File: src/rtl/tmds_pkg.sv
// Shared TMDS definitions: control tokens (common with the transmit encoder),
// alignment FSM states and counter sizing helper.
package tmds_pkg;

    localparam logic [9:0] CTRL_TOKEN_00 = 10'b1101010100;
    localparam logic [9:0] CTRL_TOKEN_01 = 10'b0010101011;
    localparam logic [9:0] CTRL_TOKEN_10 = 10'b0101010100;
    localparam logic [9:0] CTRL_TOKEN_11 = 10'b1010101011;

    typedef enum logic [1:0] {
        SEARCH = 2'd0,
        SETTLE = 2'd1,
        LOCKED = 2'd2
    } tmds_state_e;

    // Width holding the largest of the three timing parameters without wrap.
    function automatic int cnt_width(input int a, input int b, input int c);
        int m;
        m = (a > b) ? a : b;
        m = (m > c) ? m : c;
        return $clog2(m) + 1;
    endfunction

endpackage

File: src/rtl/tmds_symbol_decode.sv
// Combinational TMDS symbol classifier: detects control tokens and undoes
// the transition-minimising data encoding.
module tmds_symbol_decode
    import tmds_pkg::*;
(
    input  logic [9:0] tmds_i,
    output logic       is_ctrl,
    output logic [1:0] cd,
    output logic [7:0] vd
);

    logic [7:0] d_s;

    assign d_s = tmds_i[9] ? ~tmds_i[7:0] : tmds_i[7:0];

    // Control token lookup; anything else is treated as data.
    always_comb begin
        is_ctrl = 1'b0;
        cd      = 2'b00;
        case (tmds_i)
            CTRL_TOKEN_00: begin is_ctrl = 1'b1; cd = 2'b00; end
            CTRL_TOKEN_01: begin is_ctrl = 1'b1; cd = 2'b01; end
            CTRL_TOKEN_10: begin is_ctrl = 1'b1; cd = 2'b10; end
            CTRL_TOKEN_11: begin is_ctrl = 1'b1; cd = 2'b11; end
            default:       begin is_ctrl = 1'b0; cd = 2'b00; end
        endcase
    end

    // Bit 8 selects whether the encoder chained XOR or XNOR.
    always_comb begin
        vd    = 8'h00;
        vd[0] = d_s[0];
        for (int i = 1; i < 8; i++) begin
            if (tmds_i[8]) begin
                vd[i] = d_s[i] ^ d_s[i-1];
            end else begin
                vd[i] = ~(d_s[i] ^ d_s[i-1]);
            end
        end
    end

endmodule

File: src/rtl/tmds_decoder.sv
// TMDS channel decoder with word-alignment hunt/lock FSM driving the
// deserializer bit-slip request.
module tmds_decoder
    import tmds_pkg::*;
#(
    parameter int LOCK_RUN      = 8,
    parameter int SEARCH_WINDOW = 2048,
    parameter int SLIP_SETTLE   = 16
) (
    input  logic       clk,
    input  logic       rstn_i,
    input  logic [9:0] tmds_i,
    output logic [7:0] vd_o,
    output logic [1:0] cd_o,
    output logic       vde_o,
    output logic       locked_o,
    output logic       bitslip_o
);

    localparam int CNT_W = cnt_width(LOCK_RUN, SEARCH_WINDOW, SLIP_SETTLE);

    localparam logic [CNT_W-1:0] CNT_ZERO    = {CNT_W{1'b0}};
    localparam logic [CNT_W-1:0] CNT_ONE     = CNT_W'(1);
    localparam logic [CNT_W-1:0] RUN_MAX     = CNT_W'(LOCK_RUN);
    localparam logic [CNT_W-1:0] WIN_LAST    = CNT_W'(SEARCH_WINDOW - 1);
    localparam logic [CNT_W-1:0] SETTLE_LAST = CNT_W'(SLIP_SETTLE - 1);

    tmds_state_e      state_r, state_nxt_s;
    logic [CNT_W-1:0] run_r, run_nxt_s, run_inc_s;
    logic [CNT_W-1:0] win_r, win_nxt_s;
    logic [CNT_W-1:0] settle_r, settle_nxt_s;

    logic [7:0] vd_r, vd_nxt_s;
    logic [1:0] cd_r, cd_nxt_s;
    logic       vde_r, vde_nxt_s;
    logic       locked_r, locked_nxt_s;
    logic       bitslip_r, bitslip_nxt_s;

    logic       is_ctrl_s;
    logic [1:0] cd_s;
    logic [7:0] vd_s;

    tmds_symbol_decode u_symbol_decode (
        .tmds_i  (tmds_i),
        .is_ctrl (is_ctrl_s),
        .cd      (cd_s),
        .vd      (vd_s)
    );

    // Saturating increment of the consecutive-token run.
    always_comb begin
        if (run_r >= RUN_MAX) begin
            run_inc_s = RUN_MAX;
        end else begin
            run_inc_s = run_r + CNT_ONE;
        end
    end

    // Alignment FSM, counters and next output values.
    always_comb begin
        state_nxt_s   = state_r;
        run_nxt_s     = run_r;
        win_nxt_s     = win_r;
        settle_nxt_s  = settle_r;
        vd_nxt_s      = vd_r;
        cd_nxt_s      = cd_r;
        vde_nxt_s     = vde_r;
        locked_nxt_s  = locked_r;
        bitslip_nxt_s = 1'b0;

        case (state_r)
            SEARCH: begin
                vde_nxt_s = 1'b0;
                if (is_ctrl_s) begin
                    // A token on the expiry cycle takes priority over slipping.
                    cd_nxt_s  = cd_s;
                    win_nxt_s = CNT_ZERO;
                    run_nxt_s = run_inc_s;
                    if (run_inc_s >= RUN_MAX) begin
                        state_nxt_s  = LOCKED;
                        locked_nxt_s = 1'b1;
                    end else begin
                        state_nxt_s  = SEARCH;
                        locked_nxt_s = 1'b0;
                    end
                end else begin
                    vd_nxt_s  = vd_s;
                    run_nxt_s = CNT_ZERO;
                    if (win_r >= WIN_LAST) begin
                        state_nxt_s   = SETTLE;
                        bitslip_nxt_s = 1'b1;
                        win_nxt_s     = CNT_ZERO;
                        settle_nxt_s  = CNT_ZERO;
                    end else begin
                        win_nxt_s = win_r + CNT_ONE;
                    end
                end
            end

            SETTLE: begin
                // Deserializer is realigning; symbols here are meaningless.
                if (settle_r >= SETTLE_LAST) begin
                    state_nxt_s  = SEARCH;
                    settle_nxt_s = CNT_ZERO;
                    run_nxt_s    = CNT_ZERO;
                    win_nxt_s    = CNT_ZERO;
                end else begin
                    settle_nxt_s = settle_r + CNT_ONE;
                end
            end

            LOCKED: begin
                if (is_ctrl_s) begin
                    cd_nxt_s  = cd_s;
                    vde_nxt_s = 1'b0;
                    win_nxt_s = CNT_ZERO;
                    run_nxt_s = run_inc_s;
                end else begin
                    vd_nxt_s  = vd_s;
                    run_nxt_s = CNT_ZERO;
                    if (win_r >= WIN_LAST) begin
                        // Lock lost: hunt again without slipping first.
                        state_nxt_s  = SEARCH;
                        locked_nxt_s = 1'b0;
                        vde_nxt_s    = 1'b0;
                        win_nxt_s    = CNT_ZERO;
                    end else begin
                        vde_nxt_s = 1'b1;
                        win_nxt_s = win_r + CNT_ONE;
                    end
                end
            end

            default: begin
                state_nxt_s  = SEARCH;
                run_nxt_s    = CNT_ZERO;
                win_nxt_s    = CNT_ZERO;
                settle_nxt_s = CNT_ZERO;
                vde_nxt_s    = 1'b0;
                locked_nxt_s = 1'b0;
            end
        endcase
    end

    // State, counter and output registers.
    always_ff @(posedge clk or negedge rstn_i) begin
        if (!rstn_i) begin
            state_r   <= SEARCH;
            run_r     <= CNT_ZERO;
            win_r     <= CNT_ZERO;
            settle_r  <= CNT_ZERO;
            vd_r      <= 8'h00;
            cd_r      <= 2'b00;
            vde_r     <= 1'b0;
            locked_r  <= 1'b0;
            bitslip_r <= 1'b0;
        end else begin
            state_r   <= state_nxt_s;
            run_r     <= run_nxt_s;
            win_r     <= win_nxt_s;
            settle_r  <= settle_nxt_s;
            vd_r      <= vd_nxt_s;
            cd_r      <= cd_nxt_s;
            vde_r     <= vde_nxt_s;
            locked_r  <= locked_nxt_s;
            bitslip_r <= bitslip_nxt_s;
        end
    end

    assign vd_o      = vd_r;
    assign cd_o      = cd_r;
    assign vde_o     = vde_r;
    assign locked_o  = locked_r;
    assign bitslip_o = bitslip_r;

endmodule
File: config.mk
export PLATFORM = sky130hd
export DESIGN_NAME = tmds_decoder
export DESIGN_NICKNAME = d
export VERILOG_FILES = /design/src/rtl/tmds_pkg.sv /design/src/rtl/tmds_symbol_decode.sv /design/src/rtl/tmds_decoder.sv
export SDC_FILE = /design/constraint.sdc
export NUM_CORES = 1
export LEC_CHECK = 0
export ABC_AREA = 1
export BUFFER_PORTS_ARGS = -buffer_cell sky130_fd_sc_hd__buf_2
export CORE_MARGIN = 2
export CORE_UTILIZATION = 45
export CTS_CLUSTER_DIAMETER = 200
export DETAILED_ROUTE_END_ITERATION = 10
export PLACE_DENSITY = 0.6
export SYNTH_ARGS = -nofsm -noshare
export SYNTH_HDL_FRONTEND = slang
export SYNTH_SLANG_ARGS = --single-unit
File: constraint.sdc
create_clock -name clk -period 3.02 [get_ports clk]
set_input_delay 0.604 -clock clk [delete_from_list [all_inputs] [get_ports clk]]
set_output_delay 0.604 -clock clk [all_outputs]
set_load 0.01 [all_outputs]
==> results of run 1 <==
cell type report:
cell class / instances / area, µm²
Fill cell: 556 / 2650
Sequential cell: 51 / 1280
Multi-Input combinational cell: 195 / 1060
Inverter: 44 / 170
Timing Repair Buffer: 26 / 135
Tap cell: 72 / 90.1
Clock buffer: 5 / 68.8
Clock inverter: 3 / 23.8
power breakdown:
part	internal (µW)	switching (µW)	total, µW
clock network	166	236	402
registers	745	53.3	798
logic	82.9	100	183
sequential cells by signal, indices dropped and copies added, names as in the netlist:
signal,count
vd_o,8
settle_r,12
run_r,12
win_r,12
bitslip_o,1
locked_o,1
cd_o,2
vde_o,1
state_r,2
layer usage:
metal	track usage, %	up-vias	routed length [µm]
li1	-	970	-
met1	22.0	809	2300
met2	26.0	23	1950
met3	3.52	7	116
met4	6.72	0	71
met5	0	-	0
kinds of logic (layout without fill, tap and decap cells):
logic type | Yosys count | count (layout) | share of synthesized area (%)
flip-flops | 51 | 51 | 50.3
AO/OA/AOI/OAI | 28 | 28 | 6.17
XOR/XNOR | 18 | 18 | 6.22
AND/OR/NAND/NOR | 139 | 139 | 24.4
buffers and inverters | 48 | 78 | 7.99
adder cells (fa/ha/maj) | 10 | 10 | 4.93
final timing paths:
kind / startpoint / endpoint / slack [ns] / depth (start not counted)
setup / recovery: win_r[0] / win_r[10] / 1.18 / 10
setup reg to reg: win_r[0] / win_r[10] / 1.18 / 10
hold reg to reg: vd_o[4] / vd_o[4] / 0.49 / 2
min in group clk: vd_o[4] / vd_o[4] / 0.49 / 2
max in group asynchronous: rstn_i / settle_r[2] / 2.47 / 2
hold / removal: rstn_i / run_r[4] / 0.27 / 2
through the flow:
step / cells / hold slack (ns) / area, µm²
after global routing: 396 / 0.288 / 2820
after global placement: 388 / 0.464 / 2730
final: 396 / 0.274 / 2820
after detailed placement: 388 / 0.471 / 2730
after floorplan: 294 / 0.308 / 2540
after CTS: 396 / 0.283 / 2820
cells in the final DEF (no fill, tap or decap), drive strengths merged, types with 2 or more instances in the layout:
cell type  Yosys  layout
nand2         61      61
dfrtp         51      51
nor2          45      45
inv           44      45
nand3         27      27
buf            4      26
o21ai         21      21
ha            10      10
xor2           9       9
xnor2          9       9
clkbuf         0       5
o22ai          4       4
nor3           2       2
clkinvlp       0       2
==> flow_metrics.py, run 1 <==
metrics = {
    "floorplan": {
        "rows": 27,
        "pin_count": 25,
        "floorplan.die.height_um": 79.1,
        "die_width_um": 79.1,
        "effective_utilization_at_floorplan_pct": 46.3,
        "die_area_um2": 6250,
        "core_area_um2": 5470,
    },
    "sta": {
        "setup_viol_count_final": 0,
        "final_period_utilization_pct": 60.9,
        "worst_slew_pin_slew_ns": 0.496,
        "report.final.hold_viol_count": 0,
        "finalWorstPathRequiredPeriod_ns": 1.84,
        "timing.final.ws_setup_ns": 1.18,
        "setup_clock_skew_after_layout_ns": 0.00724,
        "fmaxAchievable_mhz": 544,
        "grt_setup_unrepaired": "no",
        "max_slew_margin_pct": 66.9,
        "drv_slew": 0,
        "finalSetupTns_ns": 0,
    },
    "setup_path": {
        "crit_top_cell": "sky130_fd_sc_hd__nand2_1",
        "critical-path-slowest-cell": "sky130_fd_sc_hd__dfrtp_1",
        "timing.critical_path.cells": "ha_1 > nand2_1 > nor2_1 > nand3_1 > nand2_1 > inv_1 > nand2_1 > inv_1 > nand2_1 > o21ai_0",
        "critical_path_arrival_ns": 2.04,
        "timing.critical_path.fanout_max": 11,
        "critical-path-top-delay-family": "simple AND/OR/NAND/NOR gates",
        "required_ns": 3.22,
        "critical_path.endpoint_type": "flip-flop",
        "critical_path.max_stage_delay_ns": 0.41,
        "worstSetupStartpointType": "flip-flop",
        "timing.setup.critical_path_class": "flip-flop to flip-flop",
        "timing.critical_path.buf_inv": 2,
    },
    "yosys": {
        "syn_avg_cell_area_um2": 8.63,
        "dominantRegCellSynth": "sky130_fd_sc_hd__dfrtp_1",
        "ffs_latches_synth": 51,
        "ys_async_sr_fraction_pct": 100,
        "mappedNetlistNets": 316,
        "synth.cell_area_um2": 2540,
        "synth.area.top_cells": "sky130_fd_sc_hd__dfrtp_1 (50%), sky130_fd_sc_hd__nand2_1 (8.9%), sky130_fd_sc_hd__nor2_1 (6.4%)",
        "synth_top_area_share_pct": 50.3,
        "synth_edf_count": 0,
        "synth_commonest_cells": "sky130_fd_sc_hd__nand2_1 (60), sky130_fd_sc_hd__dfrtp_1 (51), sky130_fd_sc_hd__nor2_1 (43), sky130_fd_sc_hd__inv_1 (42), sky130_fd_sc_hd__nand3_1 (26)",
        "synth-warning-count": 0,
        "post-synth-top-count-cell": "sky130_fd_sc_hd__nand2_1",
        "synth.lib_cells_used.distinct": 25,
        "post_synth_inst_count": 294,
        "synth_sequential_area_ratio_pct": 50.3,
        "synth_top_cell_by_area": "sky130_fd_sc_hd__dfrtp_1",
    },
    "detailed_routing": {
        "route.detailed.wl_per_inst_um": 11.2,
        "vias": 1809,
        "detailedRoute.firstIterationViolations": 134,
        "drtAntennaViolNets": 0,
        "final_wl_mm": 4.44,
        "first_pass_iters": 4,
        "drc": 0,
        "post_drt_via_cell_ratio": 4.57,
    },
    "cts": {
        "number_of_buffers_between_clock_root_and_the_deepest_sink": 2,
        "post_cts.resized_instances": 0,
        "insertion_delay_ns": 0.31,
        "cts.hold.buffers_added": 0,
        "htree_levels": 2,
        "ctsRootBufferMaster": "sky130_fd_sc_hd__clkbuf_8",
        "clock_pin_slew_worst_setup_and_hold_paths_ns": 0.10,
        "cts_post_setup_buffers_inserted": 0,
        "clock_sink_count": 51,
        "cts_tree": "yes",
        "cts_inserted_buffers": 5,
    },
    "placed_design": {
        "io_buffer_count": 24,
        "placement_stage_worst_setup_slack_ns": 0.841,
        "dp_hpwl_mm": 3.25,
        "gp_congestion": 0.767,
    },
    "flow_run": {
        "drv.max_cap_violation_count": 0,
    },
    "layout": {
        "post_route_cells_drive_above_1_share_pct": 13.0,
        "antennaDiodeCount": 0,
        "flow.area_growth_from_synthesis_pct": 11.2,
        "layout.core_utilization_pct": 51.6,
        "nNetsFinal": 345,
    },
    "global_route": {
        "number_of_antenna_violations_at_the_first_check_in_global_routing": 0,
        "grtUsageTotal_pct": 16.4,
        "grt_pass1_vias": 1807,
        "first_pass_grt_wire_length_mm": 8.02,
        "grt-ovfl-total": 0,
        "grt_start_max_net_pins": 27,
    },
    "run_status": {
        "outcome": "finished, final reports clean",
    },
    "worst_hold_path": {
        "min_path_type": "input pin to asynchronous set/reset pin",
    },
    "power_and_ir_drop": {
        "ir_worst_vdd_uv": 249,
        "design_power_total_uw": 1380,
        "power_leakage_uw": 0.00141,
        "pwr_density_cell_nw_per_um2": 490,
    },
}
Note: power is estimated with default switching activity, not from simulation.
==> inputs of run 2 (changes only) <==
ABC_AREA = 0   (was 1)
PLACE_DENSITY = 0.63   (was 0.6)
clock period = 1.65 ns   (was 3.02 ns; I/O delays follow)
==> run 2 against run 1 <==
Critical endpoint is now win_r[1]; the flow now finishes with violations (negative hold slack, negative setup slack); via count rose by 13%; synthesized cell count fell by 17%; highest routed layer unchanged; utilization rose by 12 points.
==> flow_metrics.py, run 2 <==
metrics = {
    "power_and_ir_drop": {
        "ir_worst_vdd_uv": 408,
        "pwr_density_cell_nw_per_um2": 800,
        "power_leakage_uw": 0.00167,
    },
    "global_route": {
        "number_of_antenna_violations_at_the_first_check_in_global_routing": 0,
        "grt_util_met3_pct": 3.86,
        "grtUsageTotal_pct": 18.7,
        "grt_start_max_net_pins": 52,
        "grt-ovfl-total": 0,
        "first_pass_grt_wire_length_mm": 9.23,
        "grt-busiest-layer": "met2",
        "groute.layer.met2.usage_pct": 31.7,
        "use_met1_pct": 24.5,
        "grt_pass1_vias": 2041,
    },
    "setup_path": {
        "required_ns": 1.84,
        "timing.setup.critical_path_class": "flip-flop to flip-flop",
        "critical_path.endpoint_type": "flip-flop",
        "timing.critical_path.fanout_max": 8,
        "worstSetupStartpointType": "flip-flop",
        "critical_path_arrival_ns": 2.03,
    },
    "layout": {
        "antennaDiodeCount": 0,
        "most_frequent_cells_in_the_layout": "sky130_fd_sc_hd__dfrtp_1 (51), sky130_fd_sc_hd__buf_4 (43), sky130_fd_sc_hd__buf_2 (21), sky130_fd_sc_hd__inv_1 (12), sky130_fd_sc_hd__nand2_1 (12)",
        "post_route_cells_drive_above_1_share_pct": 41.3,
        "layout.core_utilization_pct": 64.0,
        "nNetsFinal": 337,
        "flow.area_growth_from_synthesis_pct": 38.3,
        "final_common_cell": "sky130_fd_sc_hd__dfrtp_1",
        "largest_registers": "run_r (12), settle_r (12), win_r (12)",
    },
    "sta": {
        "fmaxAchievable_mhz": 543,
        "final_period_utilization_pct": 112,
        "finalWorstPathRequiredPeriod_ns": 1.84,
        "grt_setup_unrepaired": "yes",
        "setup_clock_skew_after_layout_ns": 0.00807,
        "worst_slew_pin_slew_ns": 0.633,
        "finalHoldWorstSlack_ns": -0.00389,
        "timing.final.ws_setup_ns": -0.193,
        "drv_slew": 0,
        "setup_viol_count_final": 26,
        "report.final.hold_viol_count": 2,
        "max_slew_margin_pct": 57.7,
    },
    "cts": {
        "clock_sink_count": 51,
        "ctsRootBufferMaster": "sky130_fd_sc_hd__clkbuf_8",
        "cts_tree": "yes",
        "htree_levels": 2,
        "clock_pin_slew_worst_setup_and_hold_paths_ns": 0.09,
        "number_of_buffers_between_clock_root_and_the_deepest_sink": 2,
        "cts_inserted_buffers": 5,
        "insertion_delay_ns": 0.30,
    },
    "yosys": {
        "synth-simple-area-share_pct": 18.3,
        "ffs_latches_synth": 51,
        "synth.cell_area_um2": 2530,
        "synth.lib_cells_used.distinct": 46,
        "synthAdderAreaFrac_pct": 4.94,
        "synthXorXnorAreaFrac_pct": 3.81,
        "synthMuxAreaShare_pct": 4.79,
        "synth_top_area_share_pct": 50.4,
        "dominantRegCellSynth": "sky130_fd_sc_hd__dfrtp_1",
        "synth_sequential_area_ratio_pct": 50.4,
        "post_synth_inst_count": 243,
        "synth_edf_count": 0,
        "synth-warning-count": 0,
        "syn_avg_cell_area_um2": 10.4,
        "synth_top_cell_by_area": "sky130_fd_sc_hd__dfrtp_1",
        "mappedNetlistNets": 265,
        "synth-compound-area-share_pct": 13.5,
        "synth.area.top_cells": "sky130_fd_sc_hd__dfrtp_1 (50%), sky130_fd_sc_hd__ha_1 (4.9%), sky130_fd_sc_hd__mux2_2 (4.0%)",
        "post-synth-top-count-cell": "sky130_fd_sc_hd__dfrtp_1",
        "ys_async_sr_fraction_pct": 100,
        "synth_commonest_cells": "sky130_fd_sc_hd__dfrtp_1 (51), sky130_fd_sc_hd__a21oi_1 (15), sky130_fd_sc_hd__nand2_1 (15), sky130_fd_sc_hd__inv_1 (14), sky130_fd_sc_hd__nor2_1 (13)",
        "largest_family_of_logic_cells_by_synthesized_area": "simple AND/OR/NAND/NOR gates",
    },
    "detailed_routing": {
        "drc": 0,
        "drtAntennaViolNets": 0,
        "post_drt_via_cell_ratio": 5.28,
        "route.detailed.wl_per_inst_um": 14.5,
        "first_pass_iters": 4,
        "final_wl_mm": 5.59,
        "vias": 2042,
        "detailedRoute.firstIterationViolations": 61,
    },
    "floorplan": {
        "die_area_um2": 6240,
        "rows": 27,
        "die_width_um": 79,
        "core_area_um2": 5470,
        "pin_count": 25,
        "floorplan.die.height_um": 79,
        "effective_utilization_at_floorplan_pct": 46.3,
    },
    "placed_design": {
        "gp_congestion": 0.843,
        "dp_hpwl_mm": 3.72,
        "io_buffer_count": 24,
    },
    "worst_hold_path": {
        "min_path_type": "input pin to asynchronous set/reset pin",
    },
    "run_status": {
        "outcome": "complete, but fails checks",
        "failed_checks": "negative hold slack, negative setup slack",
    },
    "flow_run": {
        "drv.max_cap_violation_count": 0,
    },
}
-- run 2: power by group --
part | total (µW) | internal (µW) | switching (µW)
clock network | 725 | 330 | 395
logic | 626 | 336 | 290
registers | 1450 | 1370 | 79.9
total | 2800 | 2040 | 765
-- run 2: path summary, 6_finish.rpt --
check / start / endpoint / slack, ns / cells past startpoint
max: win_r[0] / win_r[1] / -0.19 / 8
min: rstn_i / run_r[8] / -0.004 / 2
max reg2reg: win_r[0] / win_r[1] / -0.19 / 8
min reg2reg: run_r[7] / run_r[7] / 0.49 / 1
max in group asynchronous: rstn_i / settle_r[11] / 1.40 / 2
min in group clk: tmds_i[9] / cd_o[1] / 0.30 / 2
-- run 2: metal layers --
metal | up-vias | wire length, µm
li1 | 1013 | -
met1 | 996 | 2680
met2 | 29 | 2730
met3 | 4 | 145
met4 | 0 | 42
met5 | - | 0
-- run 2: cells by family after synthesis --
kind of cell | Yosys count
and+or+nand+nor | 84
muxes | 11
AOI/OAI and AO/OA | 53
adders and majority gates | 10
DFF | 51
buffers and inverters | 23
xor gates and xnor gates | 11
-- run 2: critical path: stages (launching register included) --
cell and delay (ns):
sky130_fd_sc_hd__dfrtp_1 0.38, sky130_fd_sc_hd__ha_2 0.22, sky130_fd_sc_hd__nand3_4 0.08, sky130_fd_sc_hd__buf_6 0.13
sky130_fd_sc_hd__o41ai_4 0.31, sky130_fd_sc_hd__nor4_4 0.08, sky130_fd_sc_hd__buf_4 0.17, sky130_fd_sc_hd__clkbuf_16 0.16
sky130_fd_sc_hd__a22o_1 0.21
-- run 2: cell type report --
cell class | instances | area (µm²)
clock buffers | 6 | 82.6
well taps | 72 | 90.1
flip-flops and latches | 51 | 1280
fillers | 456 | 1970
inverters | 14 | 65.1
multi-input cells | 169 | 1390
clock inverters | 1 | 5.00
repair buffers | 74 | 594
-- run 2: through the flow --
| step | area [µm²] | cells | power [µW] | TNS (ns) | setup slack, ns |
|---|---|---|---|---|---|
| global placement | 3190 | 371 | 2050 | -11.64 | -0.431 |
| detailed placement | 3190 | 371 | 2070 | -13.32 | -0.482 |
| global route | 3500 | 387 | 2940 | -5.80 | -0.300 |
| floorplan | 2700 | 243 | 1750 | -2.04 | -0.173 |
| finish | 3500 | 387 | 2800 | -3.31 | -0.193 |
| CTS | 3360 | 381 | 2820 | -2.17 | -0.160 |
-- run 2: timing repair --
item,CTS,global route
pin swaps,9,17
endpoints found under the hold margin,0,0
hold buffers,0,0
resized for setup,14,18
gates cloned,0,2
buffers inserted,5,4
endpoints found under the setup margin,48,46
